===== config.mk =====
export PLATFORM = sky130hd
export DESIGN_NAME = core_mmu_bus_arb_flat
export DESIGN_NICKNAME = d
export VERILOG_FILES = /design/src/rtl/core_mmu_bus_arb_pkg.sv /design/src/rtl/core_mmu_bus_arb_if.sv /design/src/rtl/core_mmu_bus_arb_port.sv /design/src/rtl/core_mmu_bus_arb.sv /design/src/flat_wrapper.sv
export SDC_FILE = /design/constraint.sdc
export NUM_CORES = 1
export LEC_CHECK = 0
export CORE_UTILIZATION = 44
export CTS_CLUSTER_SIZE = 25
export DETAILED_ROUTE_END_ITERATION = 10
export PLACE_DENSITY_LB_ADDON = 0.25
export SLEW_MARGIN = 20
export SYNTH_ARGS = -nofsm -noshare
export SYNTH_HDL_FRONTEND = slang
export SYNTH_SLANG_ARGS = --single-unit

===== constraint.sdc =====
create_clock -name clk -period 8.6 [get_ports clk]
set_input_delay 1.72 -clock clk [delete_from_list [all_inputs] [get_ports clk]]
set_output_delay 1.72 -clock clk [all_outputs]
set_load 0.01 [all_outputs]

===== src/rtl/core_mmu_bus_arb_pkg.sv =====
// Shared types for the MMU-to-core-bus arbiter: address/data words, FSM states
// and the bundled request that is captured per port and driven onto the bus.
package core_mmu_bus_arb_pkg;

  typedef logic [29:0] ptr;
  typedef logic [31:0] word;

  typedef enum logic [1:0] {
    IDLE = 2'd0,
    INSN = 2'd1,
    DATA = 2'd2
  } mmu_arb_state;

  typedef struct packed {
    ptr         addr;
    logic       write;
    word        wr;
    logic [3:0] be;
  } bus_req_t;

  localparam logic [3:0] BE_WORD = 4'b1111;

endpackage


===== src/rtl/core_mmu_bus_arb_if.sv =====
// Bundles the fetch port, the data port and the core bus master port.
// slave is the arbiter's view; master is the MMU-plus-bus-slave environment.
interface core_mmu_bus_arb_if;
  import core_mmu_bus_arb_pkg::*;

  ptr         insn_addr;
  logic       insn_start;
  logic       insn_ready;
  word        insn_data_rd;

  ptr         data_addr;
  logic       data_start;
  logic       data_write;
  word        data_data_wr;
  logic [3:0] data_data_be;
  logic       data_ready;
  word        data_data_rd;

  ptr         bus_addr;
  logic       bus_start;
  logic       bus_write;
  word        bus_data_wr;
  logic [3:0] bus_data_be;
  logic       bus_ready;
  word        bus_data_rd;

  modport slave (
    input  insn_addr, insn_start,
    output insn_ready, insn_data_rd,
    input  data_addr, data_start, data_write, data_data_wr, data_data_be,
    output data_ready, data_data_rd,
    output bus_addr, bus_start, bus_write, bus_data_wr, bus_data_be,
    input  bus_ready, bus_data_rd
  );

  modport master (
    output insn_addr, insn_start,
    input  insn_ready, insn_data_rd,
    output data_addr, data_start, data_write, data_data_wr, data_data_be,
    input  data_ready, data_data_rd,
    input  bus_addr, bus_start, bus_write, bus_data_wr, bus_data_be,
    output bus_ready, bus_data_rd
  );

endinterface


===== src/rtl/core_mmu_bus_arb_port.sv =====
// One requester slot: pending flag plus the captured request. A start in the
// current cycle is presented immediately so it can be granted without delay.
module core_mmu_bus_arb_port
  import core_mmu_bus_arb_pkg::*;
(
  input  logic       clk,
  input  logic       rst,
  input  logic       start,
  input  ptr         addr,
  input  logic       write,
  input  word        wr,
  input  logic [3:0] be,
  input  logic       grant,
  output logic       req,
  output bus_req_t   req_fields
);

  logic     pending_reg;
  logic     pending_next;
  bus_req_t cap_reg;
  bus_req_t start_fields;

  assign start_fields = '{addr: addr, write: write, wr: wr, be: be};

  // A start that is granted in the same cycle is consumed and never becomes pending.
  always_comb begin
    pending_next = pending_reg;
    if (start) begin
      pending_next = !grant;
    end else if (grant) begin
      pending_next = 1'b0;
    end
  end

  always_ff @(posedge clk or posedge rst) begin
    if (rst) begin
      pending_reg <= 1'b0;
      cap_reg     <= '0;
    end else begin
      pending_reg <= pending_next;
      if (start) begin
        cap_reg <= start_fields;
      end
    end
  end

  assign req        = pending_reg | start;
  assign req_fields = start ? start_fields : cap_reg;

endmodule


===== src/rtl/core_mmu_bus_arb.sv =====
// Merges the MMU fetch and data ports onto one core bus master with a single
// outstanding transaction; round-robin (FAIR=1) or data-first (FAIR=0) grants.
module core_mmu_bus_arb
  import core_mmu_bus_arb_pkg::*;
#(
  parameter bit FAIR = 1'b1
) (
  input logic              clk,
  input logic              rst,
  core_mmu_bus_arb_if.slave io
);

  mmu_arb_state state_reg, state_next;
  mmu_arb_state last_grant_reg, last_grant_next;

  logic     insn_req, data_req;
  bus_req_t insn_fields, data_fields;
  logic     grant_insn, grant_data;
  logic     can_grant, pick_data;

  bus_req_t bus_reg;
  logic     bus_start_reg;
  logic     insn_ready_reg, data_ready_reg;
  word      insn_rd_reg, data_rd_reg;

  core_mmu_bus_arb_port u_insn_port (
    .clk        (clk),
    .rst        (rst),
    .start      (io.insn_start),
    .addr       (io.insn_addr),
    .write      (1'b0),
    .wr         (32'h0),
    .be         (BE_WORD),
    .grant      (grant_insn),
    .req        (insn_req),
    .req_fields (insn_fields)
  );

  core_mmu_bus_arb_port u_data_port (
    .clk        (clk),
    .rst        (rst),
    .start      (io.data_start),
    .addr       (io.data_addr),
    .write      (io.data_write),
    .wr         (io.data_data_wr),
    .be         (io.data_data_be),
    .grant      (grant_data),
    .req        (data_req),
    .req_fields (data_fields)
  );

  // A grant happens from IDLE or on the completing cycle of the current owner.
  always_comb begin
    state_next      = state_reg;
    last_grant_next = last_grant_reg;
    grant_insn      = 1'b0;
    grant_data      = 1'b0;
    can_grant       = (state_reg == IDLE) || io.bus_ready;
    pick_data       = data_req && (!insn_req || !FAIR || (last_grant_reg == INSN));
    if (can_grant && (insn_req || data_req)) begin
      if (pick_data) begin
        grant_data      = 1'b1;
        state_next      = DATA;
        last_grant_next = DATA;
      end else begin
        grant_insn      = 1'b1;
        state_next      = INSN;
        last_grant_next = INSN;
      end
    end else if ((state_reg != IDLE) && io.bus_ready) begin
      state_next = IDLE;
    end
  end

  always_ff @(posedge clk or posedge rst) begin
    if (rst) begin
      state_reg      <= IDLE;
      last_grant_reg <= INSN;
      bus_reg        <= '0;
      bus_start_reg  <= 1'b0;
      insn_ready_reg <= 1'b0;
      data_ready_reg <= 1'b0;
      insn_rd_reg    <= '0;
      data_rd_reg    <= '0;
    end else begin
      state_reg      <= state_next;
      last_grant_reg <= last_grant_next;
      bus_start_reg  <= grant_insn | grant_data;
      if (grant_data) begin
        bus_reg <= data_fields;
      end else if (grant_insn) begin
        bus_reg <= insn_fields;
      end
      insn_ready_reg <= io.bus_ready && (state_reg == INSN);
      data_ready_reg <= io.bus_ready && (state_reg == DATA);
      if (io.bus_ready && (state_reg == INSN)) begin
        insn_rd_reg <= io.bus_data_rd;
      end
      if (io.bus_ready && (state_reg == DATA)) begin
        data_rd_reg <= io.bus_data_rd;
      end
    end
  end

  assign io.bus_addr     = bus_reg.addr;
  assign io.bus_write    = bus_reg.write;
  assign io.bus_data_wr  = bus_reg.wr;
  assign io.bus_data_be  = bus_reg.be;
  assign io.bus_start    = bus_start_reg;
  assign io.insn_ready   = insn_ready_reg;
  assign io.insn_data_rd = insn_rd_reg;
  assign io.data_ready   = data_ready_reg;
  assign io.data_data_rd = data_rd_reg;

endmodule

===== src/flat_wrapper.sv =====
// flat-port wrapper written by rule: the top's interface ports become plain ports
module core_mmu_bus_arb_flat import core_mmu_bus_arb_pkg::*;
#(
  parameter bit FAIR = 1'b1
)
  (clk, rst, io_insn_addr, io_insn_start, io_insn_ready, io_insn_data_rd, io_data_addr, io_data_start, io_data_write, io_data_data_wr, io_data_data_be, io_data_ready, io_data_data_rd, io_bus_addr, io_bus_start, io_bus_write, io_bus_data_wr, io_bus_data_be, io_bus_ready, io_bus_data_rd);
  core_mmu_bus_arb_if io_i ();
  input logic clk;
  input logic rst;
  input wire logic [$bits(io_i.insn_addr)-1:0] io_insn_addr;
  input wire logic [$bits(io_i.insn_start)-1:0] io_insn_start;
  output wire logic [$bits(io_i.insn_ready)-1:0] io_insn_ready;
  output wire logic [$bits(io_i.insn_data_rd)-1:0] io_insn_data_rd;
  input wire logic [$bits(io_i.data_addr)-1:0] io_data_addr;
  input wire logic [$bits(io_i.data_start)-1:0] io_data_start;
  input wire logic [$bits(io_i.data_write)-1:0] io_data_write;
  input wire logic [$bits(io_i.data_data_wr)-1:0] io_data_data_wr;
  input wire logic [$bits(io_i.data_data_be)-1:0] io_data_data_be;
  output wire logic [$bits(io_i.data_ready)-1:0] io_data_ready;
  output wire logic [$bits(io_i.data_data_rd)-1:0] io_data_data_rd;
  output wire logic [$bits(io_i.bus_addr)-1:0] io_bus_addr;
  output wire logic [$bits(io_i.bus_start)-1:0] io_bus_start;
  output wire logic [$bits(io_i.bus_write)-1:0] io_bus_write;
  output wire logic [$bits(io_i.bus_data_wr)-1:0] io_bus_data_wr;
  output wire logic [$bits(io_i.bus_data_be)-1:0] io_bus_data_be;
  input wire logic [$bits(io_i.bus_ready)-1:0] io_bus_ready;
  input wire logic [$bits(io_i.bus_data_rd)-1:0] io_bus_data_rd;
  assign io_i.insn_addr = io_insn_addr;
  assign io_i.insn_start = io_insn_start;
  assign io_insn_ready = io_i.insn_ready;
  assign io_insn_data_rd = io_i.insn_data_rd;
  assign io_i.data_addr = io_data_addr;
  assign io_i.data_start = io_data_start;
  assign io_i.data_write = io_data_write;
  assign io_i.data_data_wr = io_data_data_wr;
  assign io_i.data_data_be = io_data_data_be;
  assign io_data_ready = io_i.data_ready;
  assign io_data_data_rd = io_i.data_data_rd;
  assign io_bus_addr = io_i.bus_addr;
  assign io_bus_start = io_i.bus_start;
  assign io_bus_write = io_i.bus_write;
  assign io_bus_data_wr = io_i.bus_data_wr;
  assign io_bus_data_be = io_i.bus_data_be;
  assign io_i.bus_ready = io_bus_ready;
  assign io_i.bus_data_rd = io_bus_data_rd;
  core_mmu_bus_arb #(.FAIR(FAIR)) u_core (.clk(clk), .rst(rst), .io(io_i));
endmodule

## Yosys cells after proc, flatten, opt, wreduce, memory -nomap -nowiden

Cells that the tools add are included.

| word-level totals | value |
|---|---|
| bits in read-only memories | 0 |
| memories | 0 |
| flip-flop bits (word level) | 274 |
| bits in latches | 0 |
| memory bits (writable) | 0 |
| word-level logic and storage cells | 59 |

| cells by class | value |
|---|---|
| eq/ne operators | 3 |
| add/sub/neg operators | 0 |
| div/mod/pow operators | 0 |
| multiplexer cells | 15 |
| reduce and logical (&&, ||, !) cells | 17 |
| $mul | 0 |
| order comparisons | 0 |
| bitwise logic cells | 3 |
| shift-type cells | 0 |

Operators by type and width:

| cell | number |
|---|---|
| 67-bit two-way mux | 4 |
| 2-bit nonzero test | 5 |
| 1-bit two-way mux | 8 |
| 2-bit two-way mux | 3 |
| 1-bit logical AND | 5 |
| 2-bit by 1-bit == test with 1-bit output (second input constant) | 2 |
| 1-bit zero test | 3 |
| 1-bit logical OR | 3 |
| 1-bit OR | 3 |
| 2-bit == test (second input constant) | 1 |
| 2-bit zero test | 1 |

## Longest topological paths before layout

Gate-level depths: netlist of run 1.

| depth | value |
|---|---|
| depth after elaboration | 8 |
| depth in mapped cells | 7 |

## Cells and area by module

Synthesis of run 1 repeated with hierarchy kept, for this count alone.

| unflattened totals | value |
|---|---|
| cells, all modules | 688 |
| area total of the unflattened synthesis | 10795.4 um^2 |

Modules (own cells, without submodules):

| module | area each (um^2) | times used | cells each |
|---|---|---|---|
| core_mmu_bus_arb | 5665.4 | 1 | 396 |
| core_mmu_bus_arb_port | 2565.0 | 2 | 146 |

## Least setup slack after synthesis of run 1

Ideal clock, no wire load.

| timing path | value |
|---|---|
| path type | input port to flip-flop |
| from | input port io_data_start |
| to | register u_core.bus_reg, in the netlist u_core.io.bus_addr[25] |
| data arrival time | 2791 ps |
| slack | 5672 ps |
| stages | 6 |
| cell sequence | buf_2 buf_2 buf_4 mux2_2 a22oi_1 o21ai_0 |

RTL lines:

| element | RTL line | source |
|---|---|---|
| start, declared | flat_wrapper.sv:15 | `input wire logic [$bits(io_i.data_start)-1:0] io_data_start;` |
| end signal, assigned | core_mmu_bus_arb.sv:90 | `bus_reg <= data_fields;` |
| end signal, assigned | core_mmu_bus_arb.sv:92 | `bus_reg <= insn_fields;` |
| end, declared | core_mmu_bus_arb.sv:21 | `bus_req_t bus_reg;` |

## Worst setup path after layout of run 1

| timing path | value |
|---|---|
| from | input port io_bus_ready |
| to | register u_core.state_reg[0] |

| between the ends | value |
|---|---|
| word-level cells in the longest chain between the ends | 3 |

Ends and longest elaborated chain:

| element | RTL line | source |
|---|---|---|
| start, declared | flat_wrapper.sv:26 | `input wire logic [$bits(io_i.bus_ready)-1:0] io_bus_ready;` |
| 1-bit logical OR | core_mmu_bus_arb.sv:58 | `can_grant = (state_reg == IDLE) \|\| io.bus_ready;` |
| 1-bit logical AND | core_mmu_bus_arb.sv:60 | `if (can_grant && (insn_req \|\| data_req)) begin` |
| 2-bit two-way mux or 2-bit nonzero test (tied branches) | -- |  |
| end signal, assigned | core_mmu_bus_arb.sv:86 | `state_reg <= state_next;` |
| end, declared | core_mmu_bus_arb.sv:13 | `mmu_arb_state state_reg, state_next;` |

Parallel ways exist; a longest one is shown, timed or not.
A chain may end at the register's enable or synchronous reset.

==> results of run 1 <==
[synth_stat cells]
| cell type | instances | area [um2] |
|---|---|---|
| dfrtp_1 | 273 | 6830 |
| clkbuf_1 | 16 | 60.1 |
| o21ai_1 | 18 | 90.1 |
| dfstp_2 | 1 | 26.3 |
| nor2_2 | 1 | 6.26 |
| o21a_1 | 1 | 7.51 |
| o22ai_1 | 1 | 6.26 |
| nand3_1 | 1 | 5.00 |
| nand2b_1 | 1 | 6.26 |
| buf_4 | 5 | 37.5 |
| o21ai_0 | 47 | 235 |
| or2_1 | 1 | 6.26 |
| a22oi_1 | 44 | 330 |
| nor2_1 | 1 | 3.75 |
| buf_1 | 1 | 3.75 |
| buf_6 | 4 | 45.0 |
| buf_2 | 26 | 130 |
| o21bai_1 | 1 | 7.51 |
| nor2b_1 | 34 | 213 |
| o21ba_2 | 1 | 10.0 |
| nand2_1 | 161 | 604 |
| a21o_1 | 3 | 22.5 |
| a21oi_1 | 2 | 10.0 |
| mux2_2 | 129 | 1450 |
| a22o_1 | 8 | 70.1 |
| inv_1 | 5 | 18.8 |
| a21oi_4 | 1 | 16.3 |
| mux2i_1 | 19 | 190 |
| nand3b_1 | 1 | 7.51 |
| or2_2 | 4 | 25.0 |
[power by group through the flow]
stage | registers (uW) | logic [uW] | clock network (uW)
after CTS | 1850 | 1700 | 1310
after detailed placement | 1870 | 1690 | 0
final | 1850 | 1670 | 1280
after floorplan | 1990 | 692 | 0
after global routing | 1890 | 1820 | 1360
after global placement | 1860 | 1660 | 0
[through the flow]
stage / setup WS (ps) / utilization [%] / instance area, um2
2_1_floorplan: 3260 / - / 10500
3_3_place_gp: 4140 / 57.0 / 13300
3_5_place_dp: 4040 / 57.0 / 13300
4_1_cts: 4600 / 61.2 / 14300
5_1_grt: 4450 / 61.2 / 14300
6_report: 4680 / 61.2 / 14300
[cell type report]
| class | count | share of cell area (%) |
|---|---|---|
| clock inverters | 9 | 1.01 |
| clock buffers | 42 | 5.89 |
| multi-input cells | 480 | 23.3 |
| inverters | 5 | 0.157 |
| repair buffers | 273 | 19.0 |
| well taps | 319 | 2.78 |
| flip-flops and latches | 274 | 47.8 |
[per-layer routing]
layer | vias up | share of wire [%] | global-route usage [%]
met5 | - | 0 | 0
met3 | 39 | 8.5 | 6.90
met2 | 211 | 47 | 32.6
met4 | 0 | 2.6 | 5.56
met1 | 3426 | 42 | 26.7
li1 | 3258 | - | -
[critical path, stage by stage]
cell,delay [ps]
clkdlybuf4s50_1,490
o21ba_2,960
a21o_4,750
inv_1,190
a21o_1,210
[cells by family (layout without fill, tap and decap cells)]
logic type / count (synthesis) / count (layout) / share of synthesized area (%)
AND/OR/NAND/NOR: 205 / 205 / 8.37
flip-flops: 274 / 274 / 65.4
AO/OA/AOI/OAI: 127 / 127 / 7.69
buffers and inverters: 57 / 329 / 2.82
multiplexers: 148 / 148 / 15.7
[worst max path at each step]
| stage | start | to | slack, ps | depth (start not counted) |
|---|---|---|---|---|
| final | io_bus_ready | u_core.state_reg[0] | 4680 | 5 |
| after global placement | io_bus_ready | u_core.state_reg[0] | 4140 | 5 |
| after detailed placement | io_bus_ready | u_core.state_reg[0] | 4040 | 5 |
| after global routing | io_bus_ready | u_core.state_reg[0] | 4450 | 5 |
| after floorplan | rst | u_core.io.bus_addr[0] | 3260 | 1 |
| after CTS | io_bus_ready | u_core.state_reg[0] | 4600 | 5 |
==> summary.md, run 1 <==
| Metric | Value |
|---|---|
| Status | complete, no violations |
| Fin Hold WS | 447 ps |
| GRT overflow | 0 |
| Worst R2R Setup Slack | 6070 ps |
| Internal power | 3330 uW |
| Row Count | 56 |
| Most frequent cells in the layout | 273 x dfrtp_1, 265 x clkdlybuf4s50_1, 161 x nand2_1 |
| Power per cell area | 335 nW/um2 |
| Hold Vio Cnt, Final | 0 |
| Port Buffers | 267 |
| Net Switching | 1470 uW |
| Yosys cell types | 30 |
| Vias in the first global route | 7464 |
| Commonest non-fill, non-tap cell in the layout | dfrtp_1 |
| WHS Endpoint | u_core.u_insn_port.cap_reg[0] |
| Vias per cell | 4.95 |
| Max cap viols | 0 |
| Clock sinks | 274 |
| Global-route wire length before repair | 39.4 mm |
| Area used by multi-input combinational logic | 3340 um2 |
| Ys Warns | 0 |
| Achievable Freq | 0.255 GHz |
| Cells resized by post-CTS repair | 0 |
| Final min period | 3920 ps |
| Register Area | 6860 um2 |
| Via count | 6934 |
| Reg2reg end | u_core.state_reg[0] |
| R2r worst-path depth | 4 |
| CP Launch Type | primary input |
| Logic gate share of total power | 34.9% |
| Core footprint | 23400 um2 |
| Hold Path Origin | u_core.u_insn_port.cap_reg[0] |
| Setup TNS Final | 0 ps |
| Worst reg2reg startpoint | u_core.state_reg[1] |
| Postcts setup bufs | 0 |
| Sequential area share after synthesis | 65.4% |
| Slew Limit Fails | 0 |
| Initial antenna violation count | 0 |
| CTS buffer count | 28 |
| Pwr Total | 4800 uW |
| Clock buffer depth | 3 |
| Syn_area_per_cell | 12.9 um2 |
| Placed cell count | 1351 |
| Syn nets | 945 |
| # DRC | 0 |
| Worst Path Required | 9020 ps |
| Cell depth of the worst hold path | 1 |
| Tot GR Track Use | 20.5% |
| CP Class | primary input to flip-flop |
| Synthesized area | 10500 um2 |
| GPL Wtd Cong | 0.739 |
| FF+latch count, synth | 274 |
| Skew-Pair Late Insertion Delay | 530 ps |
| Root Buffer | clkbuf_16 |
| Worst Skew | 12.2 ps |
| Post-DRT Antenna Nets | 0 |
| Mapped Cells | 811 |
| Leak Pwr | 0.00624 uW |
| WL/cell | 17.6 um |
| Final worst path period share | 45.6% |
| CTS tree | built |
| Final net count | 1196 |
| Hpwl dp | 15.3 mm |
| Critical Path Fanout Max | 91 |
| Layout cells sized above 1 | 17.9% |
| Area growth from synthesis to layout | 36.8% |
| CP endpoint kind | flip-flop |
| Tightest Pin Transition | 1060 ps |
| Clk pwr share | 26.6% |
| Fill cells | 1905 |
| Hold/Removal Path Class | flip-flop to flip-flop |
| ANT cells | 0 |
| Total die area | 24400 um2 |
| Initial DRT Pass Iterations | 6 |
| Finished Layout Cells | 1402 |
| Relative slew slack | 29.3% |
| Reg clk slew, reported paths | 60 ps |
| Net Sw Frac | 30.6% |
| CTS H-tree lvls | 1 |
| Worst vdd ir | 0.198 mV |
| Setup Viol. Count Final | 0 |
| Hold_buf cts | 0 |
| Die X | 156 um |
| Initial core utilization | 44.8% |
| Largest net degree at the start of global routing | 160 |
| Share of total power in sequential cells | 38.5% |
| I/O Pins | 268 |
| RSZ-0062 raised after global routing | false |
| WP data arrival | 4350 ps |
| Final wirelength | 24.7 mm |
| Die Y | 156 um |
| DRT iter0 DRCs | 336 |
Note: power is estimated with default switching activity, not from simulation.
==> run 2, diff against run 1 <==
Settings changed: CORE_UTILIZATION 44 to 49.
Clock period 8.6 ns to 3.8 ns, I/O delays scaled along.
==> run 2 against run 1 <==
Via count up 2.0%. Core utilization up 6.6 points. Sequential power up 130%. Highest routed layer unchanged. Wire length up 1.7%. Cell count down 2.9%. Register-to-register slack worse by 4300 ps. Non-clock buffer count up 8.
==> summary.md, run 2 (synthesis results as in run 1) <==
| Metric | Value |
|---|---|
| Relative slew slack | 25.5% (was 29.3%) |
| Leak Pwr | 0.00624 uW (about the same) |
| DR WL met3 | 2.23 mm (was 2.08 mm) |
| Design area | 14300 um2 (about the same) |
| Worst vdd ir | 0.506 mV (was 0.198 mV) |
| Initial DRT Pass Iterations | 4 (was 6) |
| Setup WS post-layout | 1540 ps (was 4680 ps) |
| Internal power | 7330 uW (was 3330 uW) |
| Worst Path Required | 3040 ps (was 9020 ps) |
| Final worst path period share | 59.3% |
| Die Y | 148 um (was 156 um) |
| Achievable Freq | 0.443 GHz |
| Clk pwr share | 24.6% (was 26.6%) |
| WL/cell | 18.4 um (was 17.6 um) |
| Global-route wire length before repair | 39.6 mm (was 39.4 mm) |
| CTS buffer count | 27 (was 28) |
| WP data arrival | 1500 ps (was 4350 ps) |
| Util after Layout | 67.8% (was 61.2%) |
| Share of total power in sequential cells | 39.4% (was 38.5%) |
| Max cap viols | 0 (unchanged) |
| Hold/Removal Path Class | flip-flop to flip-flop (unchanged) |
| Hpwl dp | 16.2 mm (was 15.3 mm) |
| Initial core utilization | 49.8% (was 44.8%) |
| Hold Vio Cnt, Final | 0 (unchanged) |
| Power per cell area | 746 nW/um2 (was 335 nW/um2) |
| I/O Pins | 268 (unchanged) |
| Tot GR Track Use | 23.0% (was 20.5%) |
| Status | complete, no violations (unchanged) |
| Layout cells sized above 1 | 18.2% (was 17.9%) |
| Vias per cell | 5.19 (was 4.95) |
| Tightest Pin Transition | 1120 ps (was 1060 ps) |
| Top sig layer | met4 (unchanged) |
| CP Class | flip-flop to output pin (was primary input to flip-flop) |
| CP peak stage delay | 590 ps (was 960 ps) |
| Placed cell area | 13400 um2 (was 13300 um2) |
| Reg clk slew, reported paths | 60 ps (about the same) |
| Initial antenna violation count | 0 (unchanged) |
| # DRC | 0 (unchanged) |
| Total die area | 22000 um2 (was 24400 um2) |
| DRT iter0 DRCs | 287 (was 336) |
| GRT overflow | 0 (unchanged) |
| Area growth from synthesis to layout | 36.1% (was 36.8%) |
| Finished Layout Cells | 1362 (was 1402) |
| Die X | 148 um (was 156 um) |
| ANT cells | 0 (unchanged) |
| GPL Wtd Cong | 0.769 (was 0.739) |
| M1 WL | 10.3 mm (about the same) |
| Most frequent cells in the layout | 273 x dfrtp_1, 265 x clkdlybuf4s50_1, 161 x nand2_1 (unchanged) |
| Row Count | 53 (was 56) |
| Cells resized by post-CTS repair | 0 (unchanged) |
| Worst Skew | 20.4 ps (was 12.2 ps) |
| WP buf/inv | 1 (was 2) |
| Commonest non-fill, non-tap cell in the layout | dfrtp_1 (unchanged) |
| Hold_buf cts | 0 (unchanged) |
| CP Launch Type | flip-flop (was primary input) |
| CTS H-tree lvls | 1 (unchanged) |
| Postcts setup bufs | 0 (unchanged) |
| Slew Limit Fails | 0 (unchanged) |
| Setup Viol. Count Final | 0 (unchanged) |
| Via count | 7070 (was 6934) |
| Final wirelength | 25.1 mm (was 24.7 mm) |
| Final min period | 2260 ps |
| Largest net degree at the start of global routing | 102 (was 160) |
| Net Switching | 3310 uW (was 1470 uW) |
| RSZ-0062 raised after global routing | false (unchanged) |
| Critical Path Fanout Max | 2 (was 91) |
| Post-DRT Antenna Nets | 0 (unchanged) |
| Final net count | 1203 (was 1196) |
| Clock sinks | 274 (unchanged) |
| Logic gate share of total power | 36.0% (was 34.9%) |
| Number of cells on the critical path | 1 (was 5) |
| Placed cell count | 1315 (was 1351) |
| Cell depth of the worst hold path | 1 (unchanged) |
| Root Buffer | clkbuf_16 (unchanged) |
| Worst path slowest cell | clkdlybuf4s50_1 (was o21ba_2) |
| CP endpoint kind | output pin (was flip-flop) |
| Core footprint | 21000 um2 (was 23400 um2) |
| Family with the most delay on the worst path | buffers and inverters (was compound AO/OA/AOI/OAI gates) |
| Wire length on met2 | 12.2 mm (was 11.6 mm) |
| Pwr Total | 10600 uW (was 4800 uW) |
| Clock buffer depth | 3 (unchanged) |
| CTS tree | built (unchanged) |
| CP Cell Sequence | clkdlybuf4s50_1 (was clkdlybuf4s50_1 -> o21ba_2 -> a21o_4 -> inv_1 -> a21o_1) |
| Port Buffers | 267 (unchanged) |
| Vias in the first global route | 7483 (was 7464) |
| Skew-Pair Late Insertion Delay | 530 ps (about the same) |
| Fill cells | 1523 (was 1905) |
| R2r worst-path depth | 4 (unchanged) |
| Net Sw Frac | 31.1% (was 30.6%) |
| Worst slack at placement | 1030 ps (was 4040 ps) |
run 2: cell types whose count changed in the layout (fill, tap and decap cells not counted):
cell	change
buf_12	+3
o21a_2	+1
clkinv_1	+1
buf_4	+5
a21o_4	-1
inv_6	+1
o21a_4	-1
bufinv_16	-3
clkbuf_8	+3
clkbuf_1	-1
clkbuf_16	-2
a21o_2	+1
clkinv_2	-2
inv_2	-1
run 2: path summary, 6_finish.rpt:
kind | from | endpoint | slack [ps]
max | u_core.io.bus_data_be[3] | io_bus_data_be[3] | 1540
min | u_core.u_insn_port.cap_reg[1] | u_core.u_insn_port.cap_reg[1] | 460
max reg2reg | u_core.u_data_port.pending_reg | u_core.io.bus_addr[17] | 1730
min reg2reg | u_core.u_insn_port.cap_reg[1] | u_core.u_insn_port.cap_reg[1] | 460
max in group asynchronous | rst | u_core.io.insn_data_rd[0] | 2140
min in group asynchronous | rst | u_core.u_insn_port.cap_reg[42] | 690
run 2: power groups by stage:
| stage | Sequential, uW | Clock, uW | Combinational (uW) |
|---|---|---|---|
| 2_1_floorplan | 4500 | 0 | 1570 |
| 3_3_place_gp | 4210 | 0 | 3790 |
| 3_5_place_dp | 4230 | 0 | 3850 |
| 4_1_cts | 4190 | 2680 | 3880 |
| 5_1_grt | 4280 | 2800 | 4140 |
| 6_report | 4190 | 2620 | 3830 |
run 2: cell type report:
class | count | area (um2) | share of cell area (%)
Inverter | 5 | 22.5 | 0.158
Timing Repair Buffer | 281 | 2820 | 19.8
Clock buffer | 42 | 832 | 5.84
Clock inverter | 5 | 53.8 | 0.377
Multi-Input combinational cell | 480 | 3330 | 23.3
Tap cell | 275 | 344 | 2.41
Sequential cell | 274 | 6860 | 48.1
run 2: per-layer routing:
layer,global-route usage [%],vias up
met3,6.99,26
met2,38.8,211
met4,5.26,0
li1,-,3276
met5,0,-
met1,29.1,3557
run 2: stage by stage:
step / hold WS (ps) / setup TNS, ps
final: 456 / 0
after CTS: 453 / 0
after detailed placement: 439 / 0
after global routing: 464 / 0
after global placement: 433 / 0
after floorplan: 424 / -159040
==> run 3, diff against run 2 <==
Clock period 3.8 ns to 2.15 ns, I/O delays scaled along.
==> run 3 against run 2 <==
Highest routed layer unchanged. Critical endpoint is now io_bus_data_wr[30]. Sequential share of layout area down 0.87 points. Setup slack worse by 1300 ps. Sequential cell count unchanged. Wire length down 0.16%.
==> summary.md, run 3 (synthesis results as in run 1) <==
| Metric | Value |
|---|---|
| Status | complete, no violations (unchanged) |
| CP Cell Sequence | clkdlybuf4s50_1 (unchanged) |
| Die X | 148 um (unchanged) |
| Met1 Resource Use GR | 30.9% (was 29.1%) |
| # DRC | 0 (unchanged) |
| Worst Path Required | 1720 ps (was 3040 ps) |
| Setup WS post-layout | 238 ps (was 1540 ps) |
| CP endpoint kind | output pin (unchanged) |
| GRT overflow | 0 (unchanged) |
| Met2 GRT Util | 35.9% (was 38.8%) |
| Cells resized by post-CTS repair | 0 (unchanged) |
| Tightest Pin Transition | 526 ps (was 1120 ps) |
| Slew Limit Fails | 0 (unchanged) |
| Fill cells | 1490 (was 1523) |
| Postcts setup bufs | 0 (unchanged) |
| Pwr Total | 19300 uW (was 10600 uW) |
| Hold Vio Cnt, Final | 0 (unchanged) |
| Final wirelength | 25.0 mm (was 25.1 mm) |
| Port Buffers | 267 (unchanged) |
| Skew-Pair Late Insertion Delay | 540 ps (was 530 ps) |
| Reg clk slew, reported paths | 60 ps (about the same) |
| Die Y | 148 um (unchanged) |
| Worst path slowest cell | clkdlybuf4s50_1 (unchanged) |
| Vias in the first global route | 7487 (was 7483) |
| Register Area | 6860 um2 (unchanged) |
| CTS tree | built (unchanged) |
| GR Layer Usage met3 | 7.09% (was 6.99%) |
| CP Class | flip-flop to output pin (unchanged) |
| Hpwl dp | 16.6 mm (was 16.2 mm) |
| Setup TNS Final | 0 ps (unchanged) |
| Area growth from synthesis to layout | 38.6% (was 36.1%) |
| Most frequent cells in the layout | 273 x dfrtp_1, 265 x clkdlybuf4s50_1, 161 x nand2_1 (unchanged) |
| Leak Pwr | 0.00637 uW (was 0.00624 uW) |
| WL/cell | 18.2 um (was 18.4 um) |
| Total die area | 22000 um2 (unchanged) |
| Final net count | 1217 (was 1203) |
| CTS H-tree lvls | 1 (unchanged) |
| Final worst path period share | 88.9% |
| Global-route wire length before repair | 39.7 mm (was 39.6 mm) |
| Row Count | 53 (unchanged) |
| R2r worst-path depth | 5 (was 4) |
| Clock buffer depth | 3 (unchanged) |
| Worst vdd ir | 0.973 mV (was 0.506 mV) |
| Util after Layout | 69.1% (was 67.8%) |
| Initial core utilization | 49.8% (unchanged) |
| Hold_buf cts | 0 (unchanged) |
| RSZ-0062 raised after global routing | false (unchanged) |
| Root Buffer | clkbuf_16 (unchanged) |
| Relative slew slack | 64.9% (was 25.5%) |
| Most used routing layer | met2 (unchanged) |
| Worst Skew | 17.5 ps (was 20.4 ps) |
| Core footprint | 21000 um2 (unchanged) |
| Post-DRT Antenna Nets | 0 (unchanged) |
| GPL Wtd Cong | 0.740 (was 0.769) |
| Final min period | 1910 ps |
| CP Launch Type | flip-flop (unchanged) |
| Family with the most delay on the worst path | buffers and inverters (unchanged) |
| Via count | 7117 (was 7070) |
| CP peak stage delay | 560 ps (was 590 ps) |
| Vias per cell | 5.16 (was 5.19) |
| I/O Pins | 268 (unchanged) |
| Tot GR Track Use | 23.0% (about the same) |
| Clock sinks | 274 (unchanged) |
| Commonest non-fill, non-tap cell in the layout | dfrtp_1 (unchanged) |
| Hold/Removal Path Class | primary input to asynchronous set/reset pin (was flip-flop to flip-flop) |
| Largest net degree at the start of global routing | 71 (was 102) |
| Critical Path Fanout Max | 2 (unchanged) |
| Area used by multi-input combinational logic | 3330 um2 (unchanged) |
| Max cap viols | 0 (unchanged) |
| Achievable Freq | 0.523 GHz |
| Initial antenna violation count | 0 (unchanged) |
| Layout cells sized above 1 | 18.9% (was 18.2%) |
| Worst slack at placement | 105 ps (was 1030 ps) |
| WP data arrival | 1480 ps (was 1500 ps) |
| Initial DRT Pass Iterations | 4 (unchanged) |
| WP buf/inv | 1 (unchanged) |
| Setup Viol. Count Final | 0 (unchanged) |
| CTS buffer count | 28 (was 27) |
| DRT iter0 DRCs | 386 (was 287) |
| Power per cell area | 1330 nW/um2 (was 746 nW/um2) |
| Number of cells on the critical path | 1 (unchanged) |
[run 3: cell types whose count changed in the layout (fill, tap and decap cells not counted), sizes merged]
cell and delta:
clkbuf +3, bufinv +2, buf +13, clkinv -2
diode +1
[run 3: routing by layer]
layer	share of wire, %	vias to the layer above
li1	-	3302
met1	43	3544
met2	46	229
met3	8.6	42
met4	2.4	0
met5	0	-
[run 3: where the power goes]
group	switching (uW)	internal, uW	leakage (uW)
Sequential	786	6630	0.00336
Clock	1920	3000	0.000457
Combinational	3240	3750	0.00255
[run 3: metrics by stage]
step / hold WS (ps) / instances / area (um2)
floorplan: 424 / 811 / 10500
global placement: 436 / 1328 / 13600
detailed placement: 434 / 1328 / 13600
CTS: 253 / 1378 / 14500
global route: 246 / 1378 / 14500
finish: 254 / 1379 / 14500
[run 3: final timing paths]
path | from | to | slack [ps]
hold reg to reg | u_core.u_insn_port.cap_reg[0] | u_core.u_insn_port.cap_reg[0] | 440
setup reg to reg | u_core.last_grant_reg[0] | u_core.io.bus_addr[16] | 460
max in group asynchronous | rst | u_core.io.insn_data_rd[8] | 1190
min in group clk | io_insn_start | u_core.u_insn_port.pending_reg | 270
setup / recovery | u_core.io.bus_data_wr[30] | io_bus_data_wr[30] | 240
hold / removal | rst | u_core.u_data_port.cap_reg[9] | 250
[run 3: final cells by class]
| class | count | share of cell area [%] |
|---|---|---|
| Antenna cell | 1 | 0.0172 |
| Clock buffer | 45 | 5.76 |
| Clock inverter | 5 | 0.689 |
| Inverter | 5 | 0.155 |
| Multi-Input combinational cell | 480 | 22.9 |
| Sequential cell | 274 | 47.2 |
| Tap cell | 275 | 2.37 |
| Timing Repair Buffer | 294 | 20.9 |
